### config.mk
export PLATFORM = sky130hd
export DESIGN_NAME = shift_chain_controller
export DESIGN_NICKNAME = d
export VERILOG_FILES = /design/src/rtl/shift_chain_pkg.sv /design/src/rtl/shift_stage_chain.sv /design/src/rtl/shift_chain_controller.sv
export SDC_FILE = /design/constraint.sdc
export NUM_CORES = 1
export LEC_CHECK = 0
export CORE_MARGIN = 3
export CORE_UTILIZATION = 46
export CTS_CLUSTER_DIAMETER = 150
export CTS_CLUSTER_SIZE = 14
export DETAILED_ROUTE_END_ITERATION = 6
export GPL_ROUTABILITY_DRIVEN = 0
export PLACE_DENSITY = 0.77
export REMOVE_ABC_BUFFERS = 1
export SLEW_MARGIN = 25
export SYNTH_ARGS = -nofsm -noshare
export SYNTH_HDL_FRONTEND = slang
export SYNTH_SLANG_ARGS = --single-unit
### constraint.sdc
create_clock -name clock -period 1.89 [get_ports clock]
set_input_delay 0.4725 -clock clock [delete_from_list [all_inputs] [get_ports clock]]
set_output_delay 0.4725 -clock clock [all_outputs]
set_load 0.02 [all_outputs]
### src/rtl/shift_chain_pkg.sv
`default_nettype none
// ============================================================================
// Module   : shift_chain_pkg
// Brief    : Shared constants for the shift-chain controller slice.
//            - c_IDLE / c_SHIFT / c_DONE : 2-bit controller state codes.
//            - c_DEFAULT_WIDTH / c_DEFAULT_DEPTH : default word width and
//              chain depth.
// Revision : 1.0 - initial release
// ============================================================================
package shift_chain_pkg;

    localparam logic [1:0] c_IDLE  = 2'd0;
    localparam logic [1:0] c_SHIFT = 2'd1;
    localparam logic [1:0] c_DONE  = 2'd2;

    localparam int c_DEFAULT_WIDTH = 8;
    localparam int c_DEFAULT_DEPTH = 2;

endpackage : shift_chain_pkg
`default_nettype wire

### src/rtl/shift_stage_chain.sv
`default_nettype none
// ============================================================================
// Module   : shift_stage_chain
// Brief    : DEPTH D flip-flops in series, all clocked together. A bit
//            presented on d appears on q exactly DEPTH rising edges later.
// Ports    : clock   in  1  rising-edge clock
//            reset_n in  1  synchronous active-low clear of every stage
//            d       in  1  serial input into stage 0
//            q       out 1  output of the last stage
// Revision : 1.0 - initial release
// ============================================================================
module shift_stage_chain
    import shift_chain_pkg::*;
#(
    parameter int DEPTH = c_DEFAULT_DEPTH
) (
    input  logic clock,
    input  logic reset_n,
    input  logic d,
    output logic q
);

    logic [DEPTH-1:0] r_stage;

    generate
        if (DEPTH == 1) begin : g_single
            always_ff @(posedge clock) begin
                if (!reset_n) begin
                    r_stage <= '0;
                end else begin
                    r_stage <= d;
                end
            end
        end else begin : g_multi
            always_ff @(posedge clock) begin
                if (!reset_n) begin
                    r_stage <= '0;
                end else begin
                    r_stage <= {r_stage[DEPTH-2:0], d};
                end
            end
        end
    endgenerate

    assign q = r_stage[DEPTH-1];

endmodule : shift_stage_chain
`default_nettype wire

### src/rtl/shift_chain_controller.sv
`default_nettype none
// ============================================================================
// Module   : shift_chain_controller
// Brief    : Takes a parallel word over a valid/ready handshake, streams it
//            LSB-first through a DEPTH-stage flop chain, rebuilds the word
//            from the chain tail and offers it over a second handshake.
// Ports    : clock      in  1      rising-edge clock
//            reset_n    in  1      synchronous active-low reset
//            in_valid   in  1      producer offers in_data
//            in_ready   out 1      controller accepts in_data (IDLE only)
//            in_data    in  WIDTH  word to serialise
//            ser_d      out 1      bit driven into chain stage 0
//            busy       out 1      accept .. output handshake in progress
//            out_valid  out 1      out_data valid, held until out_ready
//            out_ready  in  1      consumer takes out_data
//            out_data   out WIDTH  rebuilt word
//            out_parity out 1      ^out_data (only with CHAIN_PARITY_EN)
// Config   : define CHAIN_PARITY_EN to add the out_parity port.
// Revision : 1.0 - initial release
// ============================================================================
module shift_chain_controller
    import shift_chain_pkg::*;
#(
    parameter int WIDTH = c_DEFAULT_WIDTH,
    parameter int DEPTH = c_DEFAULT_DEPTH
) (
    input  logic             clock,
    input  logic             reset_n,
    input  logic             in_valid,
    output logic             in_ready,
    input  logic [WIDTH-1:0] in_data,
    output logic             ser_d,
    output logic             busy,
    output logic             out_valid,
    input  logic             out_ready,
    output logic [WIDTH-1:0] out_data
`ifdef CHAIN_PARITY_EN
    ,
    output logic             out_parity
`endif
);

    localparam int CNT_W = $clog2(WIDTH + DEPTH + 1);

    // Timeline (k = SHIFT edge number, r_cnt = k-1 before edge k):
    //   edge k, k=1..WIDTH   : ser_d <= bit k-1
    //   edge k, k>=DEPTH+2   : chain tail carries bit k-DEPTH-2, captured
    //   edge WIDTH+DEPTH+1   : last capture, out_valid rises
    localparam logic [CNT_W-1:0] c_CNT_DRIVE = CNT_W'(WIDTH);
    localparam logic [CNT_W-1:0] c_CNT_CAP   = CNT_W'(DEPTH + 1);
    localparam logic [CNT_W-1:0] c_CNT_LAST  = CNT_W'(WIDTH + DEPTH);

    logic [1:0]       r_state;
    logic [CNT_W-1:0] r_cnt;
    logic [WIDTH-1:0] r_sr;
    logic [WIDTH-1:0] r_out_data;
    logic             r_ser_d;
    logic             r_in_ready;
    logic             r_busy;
    logic             r_out_valid;
    logic             w_chain_q;
    logic [WIDTH-1:0] w_out_next;
`ifdef CHAIN_PARITY_EN
    logic             r_parity;
`endif

    shift_stage_chain #(
        .DEPTH (DEPTH)
    ) u_chain (
        .clock   (clock),
        .reset_n (reset_n),
        .d       (r_ser_d),
        .q       (w_chain_q)
    );

    // Tail enters at the MSB; after WIDTH captures bit 0 has reached the LSB.
    assign w_out_next = {w_chain_q, r_out_data[WIDTH-1:1]};

    always_ff @(posedge clock) begin
        if (!reset_n) begin
            r_state     <= c_IDLE;
            r_cnt       <= '0;
            r_sr        <= '0;
            r_out_data  <= '0;
            r_ser_d     <= 1'b0;
            r_in_ready  <= 1'b1;
            r_busy      <= 1'b0;
            r_out_valid <= 1'b0;
`ifdef CHAIN_PARITY_EN
            r_parity    <= 1'b0;
`endif
        end else begin
            case (r_state)
                c_IDLE: begin
                    r_in_ready <= 1'b1;
                    if (in_valid) begin
                        r_sr       <= in_data;
                        r_cnt      <= '0;
                        r_state    <= c_SHIFT;
                        r_in_ready <= 1'b0;
                        r_busy     <= 1'b1;
                    end
                end

                c_SHIFT: begin
                    if (r_cnt < c_CNT_DRIVE) begin
                        r_ser_d <= r_sr[0];
                        r_sr    <= r_sr >> 1;
                    end else begin
                        r_ser_d <= 1'b0;
                    end

                    if (r_cnt >= c_CNT_CAP) begin
                        r_out_data <= w_out_next;
`ifdef CHAIN_PARITY_EN
                        r_parity   <= ^w_out_next;
`endif
                    end

                    // Hold the counter on the final edge so it never wraps.
                    if (r_cnt == c_CNT_LAST) begin
                        r_state     <= c_DONE;
                        r_out_valid <= 1'b1;
                    end else begin
                        r_cnt <= r_cnt + 1'b1;
                    end
                end

                c_DONE: begin
                    if (out_ready) begin
                        r_out_valid <= 1'b0;
                        r_busy      <= 1'b0;
                        r_in_ready  <= 1'b1;
                        r_state     <= c_IDLE;
                    end
                end

                default: begin
                    r_state     <= c_IDLE;
                    r_in_ready  <= 1'b1;
                    r_busy      <= 1'b0;
                    r_out_valid <= 1'b0;
                    r_ser_d     <= 1'b0;
                end
            endcase
        end
    end

    assign in_ready  = r_in_ready;
    assign busy      = r_busy;
    assign out_valid = r_out_valid;
    assign out_data  = r_out_data;
    assign ser_d     = r_ser_d;
`ifdef CHAIN_PARITY_EN
    assign out_parity = r_parity;
`endif

endmodule : shift_chain_controller
`default_nettype wire
==> impl_metrics.yaml <==
outcome:
  status: "complete, no violations"
synth:
  synthCells: 133
  ys_seq_area_share_pct: 47.8
  synthArstFlopShare_pct: 0
  avgSynthCellArea_um2: 8.81
  synth_mux_area_share_pct: 7.68
  yosys.area_share.simple_pct: 24.5
  yosys_register_bits: 28
  synth_top_family_by_area: "simple AND/OR/NAND/NOR gates"
  synthDistinctLibCells: 29
  synth-adder-area-share_pct: 2.13
  synth_edf_count: 0
  ys_warn_count: 0
  ys.flop_type: "dfxtp_1"
  syn_area_um2: 1170
  synth_compound_gate_area_share_pct: 14.1
  synth-xor-area-share_pct: 0
grt:
  track_usage_pct: 15.8
  grt_pass1_vias: 923
  gr-total-overflow: 0
  grt_max_degree: 21
  antenna_found_initial: 0
  grt_pass1_wl_mm: 4.07
timing:
  hold_violations: 0
  worstMarginPinSlew_ps: 639
  setup_viol_count_final: 0
  setup_ws_ps: 86.9
  fin_crit_sh_pct: 95.4
  finalMaxSlewViolations: 0
  layout_min_cycle_time_ps: 1800
  fin_skew_ps: 2.23
  tns_ps: 0
  max_freq_mhz: 555
  finalHoldWorstSlack_ps: 459
  slew_headroom_pct: 57.3
  rsz0062_at_grt: "no"
placement:
  place_area_um2: 1450
  hpwl_mm: 1.65
  dp_cells: 182
  io_buffers: 23
  place_ws_ps: -37.6
clocking:
  cts_setup_buffers: 0
  cts_hold_buffers: 0
  cts_buffers: 3
  root_buffer: "clkbuf_4"
  cts_tree: "done"
  post_cts_resize_count: 0
  clock_latency_ps: 320
  htreeDepth: 1
  clock-sinks: 28
  cts_buffer_depth: 2
  clk_pin_slew_ps: 140
setup_path:
  cp-start-kind: "flop"
  r2r_end: "r_cnt[2]$_SDFFE_PN0P_"
  path_depth: 1
  crit_fanout: 3
  r2r_setup_slack_ps: 140
  reg2reg_from: "r_cnt[0]$_SDFFE_PN0P_"
  worstPathArrival_ps: 1330
  critical_path_buf_inv_count: 1
  path_cells: "clkdlybuf4s50_1"
  crit_start: "ser_d$_SDFFE_PN0N_"
  worstRegToRegCells: 6
  cp_top_family: "buffers and inverters"
  endpoint: "ser_d"
  cpMaxStageDelayCell: "clkdlybuf4s50_1"
  max_stage_delay_ps: 620
  setup.worst_path.end_class: "output pin"
  worstPathRequired_ps: 1420
  critPathKind: "reg -> out"
min_path:
  hp-start: "u_chain.r_stage[0]$_SDFF_PN0_"
  hold_class: "reg -> reg"
power:
  switchingPower_mw: 0.254
  total_power_mw: 1.01
  p_leak_nw: 0.553
  ir_worst_vdd_mv: 0.362
  power.density_nw_per_um2: 686
  combPwrFrac_pct: 13.1
  seqPwrFrac_pct: 62.6
  p_int_mw: 0.758
  switching_share_pct: 25.1
  pwr-share-clk_pct: 24.2
finish:
  drive_above_1_share_pct: 7.01
  antenna_cells: 0
  instances_no_fill: 185
  nNetsFinal: 173
  design_area_um2: 1470
  area_delta_synth_final_pct: 25.7
  finish.utilization_pct: 63.6
die:
  die_w_um: 56.5
  fp.dieH_um: 56.5
  ios: 24
  die-area_um2: 3190
  start_util_pct: 50.6
  core_area_um2: 2320
  row_count: 17
route:
  vias: 967
  detail_route.wl_per_cell_um: 12.5
  routed_wirelength_mm: 2.32
  first_pass_iters: 4
  drc: 0
  drt_iter0_drc: 28
  ant_nets: 0
  via_per_inst: 5.23
job:
  drv_cap: 0
-- layout by cell type (no fill, tap or decap), types with 2 or more instances in the layout --
| cell type | netlist | routed |
|---|---|---|
| a21oi_1 | 8 | 8 |
| a311oi_1 | 7 | 7 |
| and2_1 | 2 | 2 |
| buf_4 | 1 | 3 |
| clkbuf_4 | 0 | 3 |
| clkdlybuf4s50_1 | 0 | 23 |
| dfxtp_1 | 28 | 28 |
| ha_1 | 2 | 2 |
| inv_1 | 4 | 4 |
| mux2i_1 | 9 | 9 |
| nand2_1 | 18 | 18 |
| nand2b_1 | 3 | 3 |
| nor2_1 | 22 | 22 |
| nor2_2 | 2 | 2 |
| nor2b_1 | 5 | 5 |
| nor3_1 | 2 | 2 |
| o21ai_0 | 3 | 3 |
-- Yosys cell counts, drive strengths merged, types with 2 or more instances --
| master | instances | area [um2] |
|---|---|---|
| nand2 | 18 | 67.6 |
| inv | 4 | 15.0 |
| a311oi | 7 | 61.3 |
| and2 | 2 | 12.5 |
| nor2 | 24 | 95.1 |
| clkbuf | 3 | 11.3 |
| o21ai | 3 | 15.0 |
| dfxtp | 28 | 561 |
| mux2i | 9 | 90.1 |
| nor3 | 2 | 10.0 |
| a21oi | 9 | 48.8 |
| nor2b | 5 | 31.3 |
| ha | 2 | 25.0 |
| buf | 3 | 17.5 |
| nand2b | 4 | 32.5 |
-- how the worst min path moves through the flow --
| stage | end | slack (ps) | cells after the start |
|---|---|---|---|
| 2_1_floorplan | u_chain.r_stage[1]$_SDFF_PN0_ | 410 | 1 |
| 3_3_place_gp | u_chain.r_stage[1]$_SDFF_PN0_ | 430 | 1 |
| 3_5_place_dp | u_chain.r_stage[1]$_SDFF_PN0_ | 430 | 1 |
| 4_1_cts | u_chain.r_stage[1]$_SDFF_PN0_ | 460 | 1 |
| 5_1_grt | u_chain.r_stage[1]$_SDFF_PN0_ | 480 | 1 |
| 6_report | u_chain.r_stage[1]$_SDFF_PN0_ | 460 | 1 |
-- routing by layer --
layer	vias to the layer above	share of wire [%]	global-route usage (%)
met4	0	2.0	7.12
met3	5	4.0	2.07
li1	502	-	-
met5	-	0	0
met2	25	47	26.6
met1	435	47	20.0
-- final cells by class --
cell class                 count  area (um2)
inverter                       4        15.0
sequential                    28         561
clock buffer                   3        22.5
tap                           28        35.0
multi-input combinational     95         568
fill                         215         845
timing repair buffer          27         273
-- power by group through the flow --
| stage | Clock, mW | Combinational, mW | Sequential (mW) |
|---|---|---|---|
| 3_3_place_gp | 0 | 0.129 | 0.645 |
| 2_1_floorplan | 0 | 0.0667 | 0.647 |
| 5_1_grt | 0.275 | 0.149 | 0.637 |
| 6_report | 0.245 | 0.133 | 0.634 |
| 4_1_cts | 0.249 | 0.134 | 0.633 |
| 3_5_place_dp | 0 | 0.134 | 0.646 |
-- cells by family (layout without fill, tap and decap cells) --
kind of cell / Yosys count / after routing
adders and majority gates: 2 / 2
and+or+nand+nor: 60 / 60
DFF: 28 / 28
buffers and inverters: 10 / 34
AOI/OAI and AO/OA: 24 / 24
muxes: 9 / 9
-- flip-flops by register name, summed over array words and instances, names as in the netlist, 2 cells and up --
signal           flops
out_data             8
r_state              2
r_sr                 8
r_cnt                4
u_chain.r_stage      2
Power figures use the tool's default switching activity.
